`config.mk`:
```
export PLATFORM = sky130hd
export DESIGN_NAME = bin_display_ctrl
export DESIGN_NICKNAME = d
export VERILOG_FILES = /design/src/rtl/bin_display_ctrl_pkg.sv /design/src/rtl/bcd_dabble_step.sv /design/src/rtl/bin_display_ctrl.sv
export SDC_FILE = /design/constraint.sdc
export NUM_CORES = 1
export LEC_CHECK = 0
export BUFFER_PORTS_ARGS = -buffer_cell sky130_fd_sc_hd__clkbuf_2
export CORE_MARGIN = 5
export CORE_UTILIZATION = 55
export DETAILED_ROUTE_END_ITERATION = 8
export PLACE_DENSITY = 0.85
export SLEW_MARGIN = 20
export SYNTH_ARGS = -nofsm -noshare
export SYNTH_HDL_FRONTEND = slang
export SYNTH_HIERARCHICAL = 1
export SYNTH_SLANG_ARGS = --single-unit
```
`constraint.sdc`:
```
create_clock -name CLK_i -period 2.6 [get_ports CLK_i]
set_input_delay 0.13 -clock CLK_i [delete_from_list [all_inputs] [get_ports CLK_i]]
set_output_delay 0.13 -clock CLK_i [all_outputs]
set_load 0.05 [all_outputs]
```
`src/rtl/bin_display_ctrl_pkg.sv`:
```
// Shared constants and FSM state type for the binary-to-BCD display controller.
package bin_display_ctrl_pkg;

  localparam int unsigned IN_W       = 12;
  localparam int unsigned DIGITS     = 4;
  localparam int unsigned BCD_W      = 4;
  localparam int unsigned CONV_ITERS = 12;

  localparam int unsigned ACC_W  = DIGITS * BCD_W;
  localparam int unsigned ITER_W = $clog2(CONV_ITERS + 1);
  localparam int unsigned IDX_W  = $clog2(DIGITS);

  typedef enum logic [1:0] {
    IDLE = 2'd0,
    CONV = 2'd1,
    DONE = 2'd2
  } state_e;

endpackage

```
`src/rtl/bcd_dabble_step.sv`:
```
// One double-dabble iteration: add 3 to every nibble >= 5, then shift {acc, sr} left by one.
module bcd_dabble_step
  import bin_display_ctrl_pkg::*;
(
  input  logic [ACC_W-1:0] acc_i,
  input  logic [IN_W-1:0]  sr_i,
  output logic [ACC_W-1:0] acc_o,
  output logic [IN_W-1:0]  sr_o
);

  logic [ACC_W-1:0]      adj;
  logic [ACC_W+IN_W-1:0] shifted;

  always_comb begin
    adj = acc_i;
    for (int k = 0; k < DIGITS; k++) begin
      if (acc_i[k*BCD_W +: BCD_W] >= BCD_W'(5)) begin
        adj[k*BCD_W +: BCD_W] = acc_i[k*BCD_W +: BCD_W] + BCD_W'(3);
      end
    end
    shifted = {adj, sr_i} << 1;
  end

  assign acc_o = shifted[ACC_W+IN_W-1:IN_W];
  assign sr_o  = shifted[IN_W-1:0];

endmodule

```
`src/rtl/bin_display_ctrl.sv`:
```
// 12-bit binary to 4-digit BCD converter with a multiplexed, leading-zero-blanked display scan.
module bin_display_ctrl
  import bin_display_ctrl_pkg::*;
#(
  parameter int unsigned SCAN_DIV = 50000,
  parameter bit          BLANK_LZ = 1'b1
) (
  input  logic              CLK_i,
  input  logic              RST_i,
  input  logic [IN_W-1:0]   VALUE_i,
  input  logic              LOAD_i,
  output logic              READY_o,
  output logic              DONE_o,
  output logic [ACC_W-1:0]  BCD_o,
  output logic [BCD_W-1:0]  DIG_o,
  output logic [DIGITS-1:0] AN_o
);

  localparam int unsigned PRE_W = $clog2(SCAN_DIV);

  state_e            state_q, state_d;
  logic [IN_W-1:0]   sr_q, sr_d;
  logic [ACC_W-1:0]  acc_q, acc_d;
  logic [ITER_W-1:0] iter_q, iter_d;
  logic [ACC_W-1:0]  bcd_q, bcd_d;
  logic              ready_q, ready_d;
  logic              done_q, done_d;
  logic [PRE_W-1:0]  pre_q, pre_d;
  logic [IDX_W-1:0]  idx_q, idx_d;
  logic [DIGITS-1:0] an_q, an_d;
  logic [BCD_W-1:0]  dig_q, dig_d;

  logic [ACC_W-1:0]  step_acc;
  logic [IN_W-1:0]   step_sr;
  logic              pre_wrap;
  logic              upper_zero;

  bcd_dabble_step u_step (
    .acc_i (acc_q),
    .sr_i  (sr_q),
    .acc_o (step_acc),
    .sr_o  (step_sr)
  );

  // Conversion FSM next state; the result is latched on the last iteration edge.
  always_comb begin
    state_d = state_q;
    sr_d    = sr_q;
    acc_d   = acc_q;
    iter_d  = iter_q;
    bcd_d   = bcd_q;
    case (state_q)
      IDLE: begin
        if (LOAD_i) begin
          sr_d    = VALUE_i;
          acc_d   = '0;
          iter_d  = '0;
          state_d = CONV;
        end
      end
      CONV: begin
        sr_d   = step_sr;
        acc_d  = step_acc;
        iter_d = iter_q + ITER_W'(1);
        if (iter_q == ITER_W'(CONV_ITERS - 1)) begin
          bcd_d   = step_acc;
          state_d = DONE;
        end
      end
      DONE:    state_d = IDLE;
      default: state_d = IDLE;
    endcase
    ready_d = (state_d == IDLE);
    done_d  = (state_d == DONE);
  end

  // Free-running scan prescaler and digit index.
  always_comb begin
    pre_wrap = (pre_q == PRE_W'(SCAN_DIV - 1));
    pre_d    = pre_wrap ? '0 : pre_q + PRE_W'(1);
    idx_d    = pre_wrap ? idx_q + IDX_W'(1) : idx_q;
  end

  // Display outputs are computed from next-state values so they register in step with idx/bcd.
  always_comb begin
    dig_d      = bcd_d[int'(idx_d)*BCD_W +: BCD_W];
    upper_zero = 1'b1;
    for (int k = 0; k < DIGITS; k++) begin
      if ((k >= int'(idx_d)) && (bcd_d[k*BCD_W +: BCD_W] != '0)) begin
        upper_zero = 1'b0;
      end
    end
    an_d = DIGITS'(1) << idx_d;
    if (BLANK_LZ && (idx_d != '0) && upper_zero) begin
      an_d = '0;
    end
  end

  always_ff @(posedge CLK_i) begin
    if (RST_i) begin
      state_q <= IDLE;
      sr_q    <= '0;
      acc_q   <= '0;
      iter_q  <= '0;
      bcd_q   <= '0;
      ready_q <= 1'b1;
      done_q  <= 1'b0;
      pre_q   <= '0;
      idx_q   <= '0;
      an_q    <= DIGITS'(1);
      dig_q   <= '0;
    end else begin
      state_q <= state_d;
      sr_q    <= sr_d;
      acc_q   <= acc_d;
      iter_q  <= iter_d;
      bcd_q   <= bcd_d;
      ready_q <= ready_d;
      done_q  <= done_d;
      pre_q   <= pre_d;
      idx_q   <= idx_d;
      an_q    <= an_d;
      dig_q   <= dig_d;
    end
  end

  assign READY_o = ready_q;
  assign DONE_o  = done_q;
  assign BCD_o   = bcd_q;
  assign DIG_o   = dig_q;
  assign AN_o    = an_q;

endmodule

```
# Word level (Yosys, flattened, before mapping)
# Cells that the tools add are included.
# totals
ff_bits,78
input_bits,15
out_inout_bits,26
# classes
add_sub_neg,7
n_lt_le_gt_ge,7
eq_ne,5
shifts,2
n_mux,21
n_reduce_logical,15
# op_table
cell,n
two-way mux 16 bit,3
one-hot mux 16 bit (2 select lines),1
one-hot mux 12 bit (2 select lines),1
"adder 16 x 1 -> 16 bit, second input constant",1
"equality test 16 bit, second input constant",1
">= comparator 4 x 3 -> 1 bit, second input constant",4
two-way mux 4 bit,4
nonzero test 4 bit,4
indexed part select 16 x 5 -> 4 bit,1
"adder 4 x 2 -> 4 bit, second input constant",3
two-way mux 12 bit,1
one-hot mux 4 bit (2 select lines),1
two-way mux 2 bit,3
two-way mux 1 bit,5
"adder 4 x 1 -> 4 bit, second input constant",1
"equality test 4 bit, second input constant",1
">= comparator 1 x 2 -> 1 bit, first input constant",2
logical AND 1 bit,4
logical NOT 2 bit,2
one-hot mux 2 bit (2 select lines),1
nonzero test 2 bit,2
OR reduction 2 bit,2
"left shift 1 x 2 -> 4 bit, first input constant",1
"adder 3 x 2 -> 3 bit, second input constant",1
other kinds (7),7

# Depth between registers and ports, before layout
# Gate-level depths: netlist of the first run.
# logic_depth
depth_word,12
mapped_depth,10

# Hierarchy
# The synthesis of the first run kept the hierarchy.
# modules_own_cells
mod,instances,cells_per_inst,area_each_um2
bin_display_ctrl,1,371,3311.9
bcd_dabble_step,1,74,486.7

# Worst setup path after synthesis of the first run
# OpenSTA, ideal clock, no wires.
# synth_timing
path_type,register -> register
start,register acc_q[9]
end,register an_q[3] (netlist: AN_o[3])
setup_ns,0.070
arrival_ns,1.883
t_required_ns,2.530
path_slack_ns,0.647
stages_incl_launch_ff,11
path_buffers,0
synth_period_minus_slack_ns,1.953
cell_sequence,dfxtp_1 inv_1 ha_1 nand2b_1 a21oi_2 mux2i_1 nor4_1 nand2_1 a21oi_1 or3_1 a21oi_1
# synth_between
elab_chain_len,10
word_cells_on_any_way,12
cone_classes,add/sub (1); order compare (1); mux (5); reduce/logical (5)
# synth_rtl
element,line,source
from (decl),bin_display_ctrl.sv:23,"logic [ACC_W-1:0] acc_q, acc_d;"
from (signal assigned),bin_display_ctrl.sv:103,acc_q <= '0;
from (signal assigned),bin_display_ctrl.sv:115,acc_q <= acc_d;
adder 4 x 2 -> 4 bit or >= comparator 4 x 3 -> 1 bit (tied branches),"bcd_dabble_step.sv:18, bcd_dabble_step.sv:17",
two-way mux 4 bit (*),bcd_dabble_step.sv:17,if (acc_i[k*BCD_W +: BCD_W] >= BCD_W'(5)) begin
net step_acc[10],bin_display_ctrl.sv:33,logic [ACC_W-1:0] step_acc;
two-way mux 16 bit (*),bin_display_ctrl.sv:65,if (iter_q == ITER_W'(CONV_ITERS - 1)) begin
two-way mux 16 bit (*),bin_display_ctrl.sv:52,case (state_q)
nonzero test 4 bit (*),bin_display_ctrl.sv:89,if ((k >= int'(idx_d)) && (bcd_d[k*BCD_W +: BCD_W] != '0)) begin
logical AND 1 bit (*),bin_display_ctrl.sv:89,
two-way mux 1 bit (*) (2 in series),bin_display_ctrl.sv:89,
logical AND 1 bit (*),bin_display_ctrl.sv:94,if (BLANK_LZ && (idx_d != '0) && upper_zero) begin
OR reduction 2 bit (no line) (*),--,
to (signal assigned),bin_display_ctrl.sv:122,an_q <= an_d;
to (decl),bin_display_ctrl.sv:30,"logic [DIGITS-1:0] an_q, an_d;"
# The timed path passes the listed nets; every way through them passes the cells marked *.
# A chain may end at the register's enable or synchronous reset.

# Final worst setup path of the first run
# Ends and elaborated chain as after synthesis.

==> results of run 1 <==
[kinds of logic after synthesis]
kind of cell	Yosys count	synth area share (%)
AND/OR/NAND/NOR	182	24.11
XOR/XNOR	21	5.237
multiplexers	21	5.731
adder cells (fa/ha/maj)	10	3.294
AO/OA/AOI/OAI	87	14.39
buffers and inverters	45	6.027
other	1	0.09872
flip-flops	78	41.11
[cell type report]
cell class / count / area, um2 / share of cell area, %
multi-input cells: 322 / 2011 / 48.30
flip-flops and latches: 78 / 1562 / 37.51
repair buffers: 47 / 252.7 / 6.072
clock buffers: 11 / 141.4 / 3.396
well taps: 80 / 100.1 / 2.405
clock inverters: 5 / 58.81 / 1.413
inverters: 10 / 37.54 / 0.9017
[worst paths after layout]
check,start,end,slack [ns],cells after the start
setup / recovery,acc_q[9],AN_o[3],0.29,10
hold / removal,VALUE_i[2],sr_q[2],0.1,3
setup reg to reg,acc_q[9],AN_o[3],0.29,10
hold reg to reg,pre_q[0],pre_q[0],0.45,1
[metrics by stage]
step           cell area [um2]  worst slack (ns)  instances  hold slack (ns)
5_1_grt                   4163           0.09207        553          0.07926
6_report                  4163            0.2879        553          0.09872
2_1_floorplan             3799            0.6474        445           0.2536
4_1_cts                   4163            0.3288        553          0.08460
3_5_place_dp              3963            0.3441        537           0.4358
3_3_place_gp              3963            0.4325        537           0.4224
[where the power goes]
group / switching (mW) / internal (mW)
registers: 0.0162 / 1.22
clock network: 0.444 / 0.470
logic: 0.0734 / 0.0479
total: 0.534 / 1.74
[per-layer routing]
layer	wire [um]	global-route usage [%]	vias to the layer above
met3	478	5.390	24
met5	0	0	-
met1	3655	25.44	1475
li1	-	-	1570
met2	3875	31.37	102
met4	218	8.913	0
[flip-flops by register name (all words and copies together) (netlist names)]
register,count
BCD_o,16
acc_q,16
pre_q,16
sr_q,12
AN_o,4
DIG_o,4
iter_q,4
idx_q,2
state_q,2
DONE_o,1
READY_o,1
[worst max-delay path, stage by stage (launching register included)]
cell and delay (ns):
sky130_fd_sc_hd__dfxtp_1 0.36, sky130_fd_sc_hd__inv_1 0.08, sky130_fd_sc_hd__ha_1 0.17, sky130_fd_sc_hd__nand2b_1 0.17, sky130_fd_sc_hd__a21oi_2 0.22, sky130_fd_sc_hd__mux2i_1 0.47, sky130_fd_sc_hd__nor4_1 0.13, sky130_fd_sc_hd__nand2_1 0.09
sky130_fd_sc_hd__a21oi_1 0.09, sky130_fd_sc_hd__or3_1 0.32, sky130_fd_sc_hd__a21oi_1 0.16
[cells in the final DEF (no fill, tap or decap), types with 5 or more instances in the layout]
master / count
sky130_fd_sc_hd__clkbuf_8: 10
sky130_fd_sc_hd__a22oi_1: 18
sky130_fd_sc_hd__clkbuf_2: 40
sky130_fd_sc_hd__nor3_1: 9
sky130_fd_sc_hd__a211oi_1: 12
sky130_fd_sc_hd__and3_1: 5
sky130_fd_sc_hd__a21oi_1: 32
sky130_fd_sc_hd__o21ai_0: 12
sky130_fd_sc_hd__xnor2_1: 12
sky130_fd_sc_hd__xor2_1: 7
sky130_fd_sc_hd__inv_1: 9
sky130_fd_sc_hd__mux2i_1: 18
sky130_fd_sc_hd__nor4_1: 6
sky130_fd_sc_hd__ha_1: 10
sky130_fd_sc_hd__nand3_1: 6
sky130_fd_sc_hd__nand2_1: 55
sky130_fd_sc_hd__dfxtp_1: 78
sky130_fd_sc_hd__buf_4: 7
sky130_fd_sc_hd__nand2b_1: 8
sky130_fd_sc_hd__nor2_1: 61
==> impl_summary.log, run 1 <==
INFO  metric initial_core_util = between 50% and 60%
INFO  metric ys_top_cells_by_area = sky130_fd_sc_hd__dfxtp_1 (41%), sky130_fd_sc_hd__nor2_1 (6.0%), sky130_fd_sc_hd__nand2_1 (5.4%), sky130_fd_sc_hd__mux2i_1 (4.7%), sky130_fd_sc_hd__a21oi_1 (4.2%)
INFO  metric postCtsSetupBuffers = 0
INFO  metric hold_path.class = input port to register
INFO  metric placement_rows = 30
INFO  metric total_power = about 2.3 mW
INFO  metric grt_pass1_wl = 13790 um
INFO  metric synth.avg_cell_area = about 8.5 um2
INFO  metric dieHeight = between 90 and 100 um
INFO  metric area_growth = 9.585%
INFO  metric cts-root-buf = sky130_fd_sc_hd__clkbuf_8
INFO  metric antenna_cells = 0
INFO  metric skew = approximately 0.013 ns
INFO  metric detail_route.wl_per_cell = 14.88 um
INFO  metric utilization = between 60% and 70%
INFO  metric cellLeakagePower = between 1.5 and 2 nW
INFO  metric yosys.area.top_type = sky130_fd_sc_hd__dfxtp_1
INFO  metric firstDrtPassIters = 5
INFO  metric grt_antenna_before_repair = 0
INFO  metric synth_top_area_share = between 40% and 50%
INFO  metric die_w = slightly above 90 um
INFO  metric hold_buffers = 0
INFO  metric maximum_resistive_drop_on_vdd = 0.0003786 V
INFO  metric dieArea = around 0.0087 mm2
INFO  metric clk_path_buf_depth = 2
INFO  metric num-fill-cells = approximately 580
INFO  metric worst_skew_pair.late_latency = between 0.3 and 0.4 ns
INFO  metric clkSinkCount = 78
INFO  metric ant_nets = 0
INFO  metric p_per_cell_area = 545.4 mW/mm2
INFO  metric coreArea = just under 0.007 mm2
INFO  metric synth-seq-area-share = between 40% and 50%
INFO  metric clock_tree_from_tritoncts = built
INFO  metric number_of_enable_flip_flop_cells_after_synthesis = 0
INFO  metric synth.cells.most_frequent = sky130_fd_sc_hd__dfxtp_1 (78), sky130_fd_sc_hd__nor2_1 (61), sky130_fd_sc_hd__nand2_1 (55)
INFO  metric outcome = completed
INFO  metric timing.final.max_slew_violations = 0
INFO  metric post_drt_via_cell_ratio = ~5.7
INFO  metric achievable-frequency = approximately 430 MHz
INFO  metric ys_ff_latch = between 70 and 80
INFO  metric first_global_vias = just under 3000
INFO  metric drt_drc_violations_left = 0
INFO  metric synth.most_common_cell = sky130_fd_sc_hd__dfxtp_1
INFO  metric cts_repair_resize_count = 0
INFO  metric postSynthNetCount = 470
INFO  metric setup_violations = 0
INFO  metric grt_setup_unrepaired = false
INFO  metric yosysWarnings = 6
INFO  metric min_period = 2.312 ns
INFO  metric cts-buffers-inserted = 9
INFO  metric num_vias = between 3000 and 4000
INFO  metric syn_area = ~0.0038 mm2
INFO  metric io_pins = 41
INFO  metric timing.setup.tns = 0 ns
INFO  metric place.port_buffers = 40
INFO  metric yosys_most_used_dff = sky130_fd_sc_hd__dfxtp_1
INFO  metric critical_path.startpoint_type = register
INFO  metric routabilityCongestion = 0.8948
INFO  metric slew_headroom = between 60 and 70%
INFO  metric grt_max_degree = 26
INFO  metric clkTransAtPathRegs = 0.08 ns
INFO  metric route.final.wire_length = ~8200 um
INFO  metric drt_iter0_markers = 179
INFO  metric critPathRequiredTime = between 2 and 3 ns
INFO  metric finalHoldViolations = 0
INFO  metric worst_slew_pin_slew = about 0.56 ns
INFO  metric syn_inst = between 400 and 500
INFO  metric dp_hpwl = just under 6000 um
INFO  metric crit_path_max_fanout = 5
INFO  metric cts_max_level = 3
INFO  metric drive_above_1_share = 17.76%
INFO  metric fin_nets = between 400 and 500
INFO  metric endpoint_kind = register
INFO  metric maxCapViolations = 0
INFO  metric gr-total-overflow = 0
INFO  metric synthArstFlopShare = 0%
INFO  metric final.period_utilization = between 80% and 90%
INFO  metric synth_cell_type_count = 53
INFO  metric critPathKind = register to register
INFO  metric gr-usage-all-layers = approximately 20%
INFO  metric arrival = 2.60 ns
No activity file was read; power rests on OpenSTA's default activity.
==> run 2, diff against run 1 <==
- PLACE_DENSITY: 0.85 -> 0.86
- SYNTH_HIERARCHICAL: 1 -> unset
==> run 2 against run 1 <==
Effect of this change:
- sequential power about the same
- clock power down 18%
- wire length down 2.7%
- setup slack worse by 0.0040 ns
- largest cell class unchanged
- highest routed layer unchanged
- worst hold slack worse by 0.076 ns
- core utilization up 1.8 points
- largest power group unchanged
==> impl_summary.log, run 2 <==
INFO  metric endpoint_kind = register (unchanged)
INFO  metric num_vias = 3020 (was 3171)
INFO  metric dieHeight = 90.73 um (was 93.11 um)
INFO  metric timing.setup.tns = 0 ns (unchanged)
INFO  metric power_frac_clock = 35.4% (was 40.3%)
INFO  metric critical_path.slowest_cell = sky130_fd_sc_hd__and2_1 (was sky130_fd_sc_hd__mux2i_1)
INFO  metric gr-usage-all-layers = 19.81% (was 19.90%)
INFO  metric power_frac_comb = 5.8% (was 5.3%)
INFO  metric ys_ff_latch = 78 (unchanged)
INFO  metric worst_skew_pair.late_latency = 0.35 ns (about the same)
INFO  metric critPathKind = register to register (unchanged)
INFO  metric route.final.wire_length = 8003 um (was 8226 um)
INFO  metric worst_slew_pin_slew = 0.9110 ns (was 0.5615 ns)
INFO  metric gr-total-overflow = 0 (unchanged)
INFO  metric sw_frac_of_total = 24.33% (was 23.50%)
INFO  metric antenna_cells = 0 (unchanged)
INFO  metric skew = 0.01078 ns (was 0.01333 ns)
INFO  metric total_power = 2.105 mW (was 2.270 mW)
INFO  metric worstPathBufferInverterCount = 1 (unchanged)
INFO  metric drive_above_1_share = 17.41% (was 17.76%)
INFO  metric cts_max_level = 3 (unchanged)
INFO  metric p_per_cell_area = 522.9 mW/mm2 (was 545.4 mW/mm2)
INFO  metric synth.avg_cell_area = 8.917 um2 (was 8.536 um2)
INFO  metric ant_nets = 0 (unchanged)
INFO  metric clk_path_buf_depth = 2 (unchanged)
INFO  metric outcome = completed (unchanged)
INFO  metric min_delay_path_depth = 3 (unchanged)
INFO  metric grt_max_degree = 26 (unchanged)
INFO  metric finish.instance_area = 0.004025 mm2 (was 0.004163 mm2)
INFO  metric cts_repair_resize_count = 0 (unchanged)
INFO  metric clkTransAtPathRegs = 0.08 ns (about the same)
INFO  metric yosys.area.top_type = sky130_fd_sc_hd__dfxtp_1 (unchanged)
INFO  metric min_period = 2.316 ns (was 2.312 ns)
INFO  metric maximum_resistive_drop_on_vdd = 0.0003859 V (was 0.0003786 V)
INFO  metric timing.critical_path.from = iter_q[0] (was acc_q[9])
INFO  metric number_of_cells_traversed_by_the_worst_register_to_register_path = 7 (was 10)
INFO  metric io_pins = 41 (unchanged)
INFO  metric grt_pass1_wl = 13430 um (was 13790 um)
INFO  metric cellLeakagePower = 1.653 nW (was 1.699 nW)
INFO  metric finalHoldViolations = 0 (unchanged)
INFO  metric synth_top_area_share = 43.56% (was 41.11%)
INFO  metric synth-seq-area-share = 43.56% (was 41.11%)
INFO  metric hold_start = VALUE_i[7] (was VALUE_i[2])
INFO  metric clock_tree_from_tritoncts = built (unchanged)
INFO  metric firstDrtPassIters = 4 (was 5)
INFO  metric grt_setup_unrepaired = false (unchanged)
INFO  metric drt_drc_violations_left = 0 (unchanged)
INFO  metric dieArea = 0.008232 mm2 (was 0.008669 mm2)
INFO  metric post_drt_via_cell_ratio = 5.752 (was 5.734)
INFO  metric power_report.internal_total = 1.593 mW (was 1.737 mW)
INFO  metric place.port_buffers = 40 (unchanged)
INFO  metric synth.cells.most_frequent = sky130_fd_sc_hd__nor2_1 (79), sky130_fd_sc_hd__dfxtp_1 (78), sky130_fd_sc_hd__nand2_1 (27) (was sky130_fd_sc_hd__dfxtp_1 (78), sky130_fd_sc_hd__nor2_1 (61), sky130_fd_sc_hd__nand2_1 (55))
INFO  metric postSynthNetCount = 427 (was 470)
INFO  metric postCtsSetupBuffers = 0 (unchanged)
INFO  metric routabilityCongestion = 0.8921 (was 0.8948)
INFO  metric detail_route.wl_per_cell = 15.24 um (was 14.88 um)
INFO  metric slew_headroom = 39.04% (was 62.30%)
INFO  metric holdPathEnd = sr_q[7] (was sr_q[2])
INFO  metric yosys_most_used_dff = sky130_fd_sc_hd__dfxtp_1 (unchanged)
INFO  metric syn_area = 0.003585 mm2 (was 0.003799 mm2)
INFO  metric crit_path_max_fanout = 10 (was 5)
INFO  metric clkSinkCount = 78 (unchanged)
INFO  metric worstReg2RegEnd = AN_o[1] (was AN_o[3])
INFO  metric timing.final.max_slew_violations = 0 (unchanged)
INFO  metric hold_path.class = input port to register (unchanged)
INFO  metric timing.critical_path.slowest_cell_delay = 0.42 ns (was 0.47 ns)
INFO  metric critPathTopFamily = simple AND/OR/NAND/NOR gates (unchanged)
INFO  metric syn_inst = 402 (was 445)
INFO  metric coreArea = 0.006350 mm2 (was 0.006756 mm2)
INFO  metric netSwitchingPower = 512.0 uW (was 533.6 uW)
INFO  metric critical_path.startpoint_type = register (unchanged)
INFO  metric mostFrequentLayoutCells = sky130_fd_sc_hd__nor2_1 (79), sky130_fd_sc_hd__dfxtp_1 (78), sky130_fd_sc_hd__clkbuf_2 (40), sky130_fd_sc_hd__nand2_1 (27), sky130_fd_sc_hd__a21oi_1 (21) (was sky130_fd_sc_hd__dfxtp_1 (78), sky130_fd_sc_hd__nor2_1 (61), sky130_fd_sc_hd__nand2_1 (55), sky130_fd_sc_hd__clkbuf_2 (40), sky130_fd_sc_hd__a21oi_1 (32))
INFO  metric synth_cell_type_count = 58 (was 53)
INFO  metric arrival = 2.54 ns (was 2.60 ns)
INFO  metric maxCapViolations = 0 (unchanged)
INFO  metric cts-root-buf = sky130_fd_sc_hd__clkbuf_8 (unchanged)
INFO  metric die_w = 90.73 um (was 93.11 um)
INFO  metric final.period_utilization = 89.08% (was 88.93%)
INFO  metric cts-buffers-inserted = 9 (unchanged)
INFO  metric dpl-instance-area = 0.003861 mm2 (was 0.003963 mm2)
INFO  metric synthArstFlopShare = 0% (unchanged)
INFO  metric drt_iter0_markers = 220 (was 179)
INFO  metric worst_path_cell_chain = ha_1, and4b_1, and2_1, buf_4, mux2_2, o31ai_2, a2111oi_2 (was inv_1, ha_1, nand2b_1, a21oi_2, mux2i_1, nor4_1, nand2_1, a21oi_1, or3_1, a21oi_1)
INFO  metric seq_power_share = 58.8% (was 54.4%)
INFO  metric synth.most_common_cell = sky130_fd_sc_hd__nor2_1 (was sky130_fd_sc_hd__dfxtp_1)
INFO  metric dp_hpwl = 5996 um (was 5887 um)
INFO  metric ys_top_cells_by_area = sky130_fd_sc_hd__dfxtp_1 (44%), sky130_fd_sc_hd__nor2_1 (8.3%), sky130_fd_sc_hd__ha_1 (3.5%), sky130_fd_sc_hd__mux2i_1 (3.1%), sky130_fd_sc_hd__a21oi_1 (2.9%) (was sky130_fd_sc_hd__dfxtp_1 (41%), sky130_fd_sc_hd__nor2_1 (6.0%), sky130_fd_sc_hd__nand2_1 (5.4%), sky130_fd_sc_hd__mux2i_1 (4.7%), sky130_fd_sc_hd__a21oi_1 (4.2%))
INFO  metric setup_violations = 0 (unchanged)
INFO  metric number_of_enable_flip_flop_cells_after_synthesis = 0 (unchanged)
INFO  metric initial_core_util = 56.45% (was 56.22%)
INFO  metric fin_nets = 469 (was 493)
INFO  metric first_global_vias = 2865 (was 2972)
INFO  metric placement_rows = 29 (was 30)
INFO  metric worst-r2r-setup-slack = 0.28 ns (was 0.29 ns)
INFO  metric final_common_cell = sky130_fd_sc_hd__nor2_1 (was sky130_fd_sc_hd__dfxtp_1)
INFO  metric yosysWarnings = 0 (was 6)
INFO  metric achievable-frequency = 431.8 MHz (was 432.5 MHz)
INFO  metric grt_antenna_before_repair = 0 (unchanged)
INFO  metric crit-reg2reg-launch = iter_q[0] (was acc_q[9])
INFO  metric area_growth = 12.29% (was 9.585%)
INFO  metric hold_buffers = 1 (was 0)
INFO  metric critPathRequiredTime = 2.82 ns (was 2.89 ns)
## run 2: cell families after synthesis
group / Yosys count / share of synthesized area, %
simple gates: 160 / 22.51
compound gates: 82 / 15.57
flops: 78 / 43.56
buf+inv: 35 / 4.014
xor+xnor: 19 / 4.852
mux: 18 / 6.004
fa+ha+maj: 10 / 3.490
## run 2: area by class of cell
| cell class | count | area, um2 |
|---|---|---|
| tap | 77 | 96.34 |
| clock inverter | 6 | 30.03 |
| inverter | 17 | 63.81 |
| multi-input combinational | 289 | 1879 |
| clock buffer | 9 | 123.9 |
| timing repair buffer | 49 | 270.3 |
| fill | 518 | 2325 |
| sequential | 78 | 1562 |
## run 2: routing by layer
layer | up-vias | global-route usage (%) | share of wire [%]
li1 | 1489 | - | -
met1 | 1423 | 24.25 | 43
met2 | 91 | 32.69 | 49
met3 | 17 | 6.417 | 7.2
met4 | 0 | 6.576 | 1.6
met5 | - | 0 | 0
## run 2: stage by stage
stage | instances | hold WS [ns] | worst slack (ns) | util (%)
final | 525 | 0.02236 | 0.2839 | 63.39
after global routing | 525 | 0.02621 | 0.1064 | 63.39
after CTS | 525 | 0.01250 | 0.3089 | 63.39
after detailed placement | 509 | 0.3753 | 0.3311 | 60.81
after global placement | 509 | 0.3723 | 0.3970 | 60.81
after floorplan | 402 | 0.2819 | 0.5671 | -
## run 2: tightest hold or removal path, cell delays in order
cell and delay, ns:
sky130_fd_sc_hd__clkbuf_2 0.08, sky130_fd_sc_hd__nand2_1 0.04, sky130_fd_sc_hd__a311oi_1 0.07
## run 2: worst max-delay path by stage
stage               end  depth (start not counted)
2_1_floorplan  DIG_o[0]                          7
3_3_place_gp    AN_o[1]                          7
3_5_place_dp    AN_o[1]                          7
4_1_cts         AN_o[1]                          7
5_1_grt         AN_o[1]                          7
6_report        AN_o[1]                          7
## run 2: power groups by stage
stage | registers, mW | logic (mW) | clock network [mW]
floorplan | 1.26 | 0.0802 | 0
finish | 1.24 | 0.122 | 0.746
detailed placement | 1.26 | 0.119 | 0
CTS | 1.24 | 0.121 | 0.761
global route | 1.24 | 0.134 | 0.822
global placement | 1.26 | 0.115 | 0
==> run 3, diff against run 2 <==
- HOLD_SLACK_MARGIN: unset -> 0.1
- REMOVE_ABC_BUFFERS: unset -> 1
==> run 3 against run 2 <==
Effect of this change:
- via count shrank 1.1%
- count of clock-buffer cells in the layout grew 2
- global-route usage shrank 0.32 points
- flip-flop and latch count unchanged
- non-clock buffer count increased by 3
- wire length fell by 1.7%
- first-iteration DRC count is 31% lower
- cell area rose by 0.62%
- clock skew shrank 0.0037 ns
- final cell count down 0.19%
- largest cell class unchanged
- largest power group unchanged
- highest routed layer unchanged
==> impl_summary.log, run 3 (synthesis gave the netlist of run 2 again) <==
INFO  metric outcome = completed (unchanged)
INFO  metric cts-buffers-inserted = 9 (unchanged)
INFO  metric utilization = 63.78% (was 63.39%)
INFO  metric drt_iter0_markers = 152 (was 220)
INFO  metric clkTransAtPathRegs = 0.07 ns (was 0.08 ns)
INFO  metric gr-usage-all-layers = 19.49% (was 19.81%)
INFO  metric timing.final.max_slew_violations = 0 (unchanged)
INFO  metric critical_path.startpoint_type = register (unchanged)
INFO  metric grt_max_degree = 48 (was 26)
INFO  metric postCtsSetupBuffers = 0 (unchanged)
INFO  metric dieArea = 0.008232 mm2 (unchanged)
INFO  metric io_pins = 41 (unchanged)
INFO  metric cellLeakagePower = 1.648 nW (was 1.653 nW)
INFO  metric achievable-frequency = 440.1 MHz (was 431.8 MHz)
INFO  metric post_drt_via_cell_ratio = 5.698 (was 5.752)
INFO  metric routabilityCongestion = 0.9132 (was 0.8921)
INFO  metric hold_path.class = input port to register (unchanged)
INFO  metric maximum_resistive_drop_on_vdd = 0.0005448 V (was 0.0003859 V)
INFO  metric route.final.wire_length = 7869 um (was 8003 um)
INFO  metric coreArea = 0.006350 mm2 (unchanged)
INFO  metric clk_path_buf_depth = 2 (unchanged)
INFO  metric grt_setup_unrepaired = false (unchanged)
INFO  metric num_vias = 2986 (was 3020)
INFO  metric crit_path_max_fanout = 13 (was 10)
INFO  metric worstPathBufferInverterCount = 1 (unchanged)
INFO  metric cts_repair_resize_count = 0 (unchanged)
INFO  metric finalHoldViolations = 0 (unchanged)
INFO  metric setup_violations = 0 (unchanged)
INFO  metric clock_tree_from_tritoncts = built (unchanged)
INFO  metric dieHeight = 90.73 um (unchanged)
INFO  metric timing.critical_path.slowest_cell_delay = 0.37 ns (was 0.42 ns)
INFO  metric maxCapViolations = 0 (unchanged)
INFO  metric worst_path_cell_chain = ha_1, and4b_1, and2_1, buf_4, nor2_1, a41oi_1, and4bb_1, a2111oi_2 (was ha_1, and4b_1, and2_1, buf_4, mux2_2, o31ai_2, a2111oi_2)
INFO  metric p_per_cell_area = 509.6 mW/mm2 (was 522.9 mW/mm2)
INFO  metric fin_nets = 472 (was 469)
INFO  metric worst_skew_pair.late_latency = 0.35 ns (about the same)
INFO  metric slew_headroom = 37.89% (was 39.04%)
INFO  metric area_growth = 12.98% (was 12.29%)
INFO  metric clkSinkCount = 78 (unchanged)
INFO  metric first_global_vias = 2867 (was 2865)
INFO  metric endpoint_kind = register (unchanged)
INFO  metric placement_rows = 29 (unchanged)
INFO  metric arrival = 2.51 ns (was 2.54 ns)
INFO  metric dp_hpwl = 5633 um (was 5996 um)
INFO  metric place.port_buffers = 40 (unchanged)
INFO  metric critPathTopFamily = simple AND/OR/NAND/NOR gates (unchanged)
INFO  metric firstDrtPassIters = 5 (was 4)
INFO  metric grt_pass1_wl = 13270 um (was 13430 um)
INFO  metric antenna_cells = 0 (unchanged)
INFO  metric grt_antenna_before_repair = 0 (unchanged)
INFO  metric critical_path.slowest_cell = sky130_fd_sc_hd__dfxtp_1 (was sky130_fd_sc_hd__and2_1)
INFO  metric critPathKind = register to register (unchanged)
INFO  metric final.period_utilization = 87.39% (was 89.08%)
INFO  metric drive_above_1_share = 15.66% (was 17.41%)
INFO  metric cts_max_level = 3 (unchanged)
INFO  metric final_common_cell = sky130_fd_sc_hd__nor2_1 (unchanged)
INFO  metric die_w = 90.73 um (unchanged)
INFO  metric mostFrequentLayoutCells = sky130_fd_sc_hd__nor2_1 (79), sky130_fd_sc_hd__dfxtp_1 (78), sky130_fd_sc_hd__clkbuf_2 (40), sky130_fd_sc_hd__nand2_1 (27), sky130_fd_sc_hd__a21oi_1 (21) (unchanged)
INFO  metric gr-total-overflow = 0 (unchanged)
INFO  metric skew = 0.007045 ns (was 0.01078 ns)
INFO  metric critPathRequiredTime = 2.84 ns (was 2.82 ns)
INFO  metric detail_route.wl_per_cell = 15.02 um (was 15.24 um)
INFO  metric worst_slew_pin_slew = 0.9282 ns (was 0.9110 ns)
INFO  metric cts-root-buf = sky130_fd_sc_hd__clkbuf_8 (unchanged)
INFO  metric initial_core_util = 56.45% (unchanged)
INFO  metric drt_drc_violations_left = 0 (unchanged)
INFO  metric ant_nets = 0 (unchanged)
INFO  metric min_period = 2.272 ns (was 2.316 ns)
INFO  metric timing.setup.tns = 0 ns (unchanged)
==> run 3: cell types whose count changed in the layout (fill, tap and decap cells not counted) <==
cell	delta
sky130_fd_sc_hd__buf_12	+1
sky130_fd_sc_hd__buf_4	-3
sky130_fd_sc_hd__clkbuf_1	+2
sky130_fd_sc_hd__clkinv_2	-6
sky130_fd_sc_hd__dlygate4sd3_1	+5
==> run 3: per-layer routing <==
layer	track usage, %	share of wire (%)	vias up
met2	32.51	49	67
met5	0	0	-
met1	23.47	45	1410
li1	-	-	1496
met4	8.561	1.6	0
met3	5.083	4.7	13
==> run 3: path summary, 6_finish.rpt <==
| path | from | to | slack (ns) | cells past startpoint |
|---|---|---|---|---|
| setup / recovery | iter_q[0] | AN_o[1] | 0.33 | 8 |
| hold / removal | VALUE_i[2] | sr_q[2] | 0.13 | 3 |
| setup reg to reg | iter_q[0] | AN_o[1] | 0.33 | 8 |
| hold reg to reg | sr_q[0] | sr_q[0] | 0.46 | 2 |
==> run 3: layout make-up <==
type                    count  area (um2)
repair buffers             52       317.8
flip-flops and latches     78        1562
inverters                  17       63.81
multi-input cells         289        1879
well taps                  77       96.34
clock buffers              11       131.4
fillers                   512        2300
==> run 3: worst min-delay path, delay by kind of cell <==
family          cells  cell delay [ns]
compound gates      2             0.20
buf+inv             1             0.08
==> run 3: through the flow <==
step                      area, um2  total power, mW  instances  setup WS (ns)  hold slack, ns
final                          4050            2.064        524         0.3279          0.1286
after global placement         3859            1.379        507         0.4551          0.3748
after detailed placement       3859            1.384        507         0.3253          0.3822
after CTS                      4050            2.077        524         0.3008          0.1211
after floorplan                3505            1.329        384         0.4607          0.1991
after global routing           4050            2.137        524        0.08676          0.1492
==> run 3: report_power, final <==
part | switching (mW) | total [mW] | internal [mW]
sequential | 0.0175 | 1.24 | 1.22
combinational | 0.0780 | 0.127 | 0.0487
clock | 0.379 | 0.700 | 0.321
==> run 3: repair_timing <==
action / 4_1_cts / 5_1_grt
endpoints found under the hold margin: 6 / 0
endpoints found under the setup margin: 0 / 0
hold buffers: 6 / 0
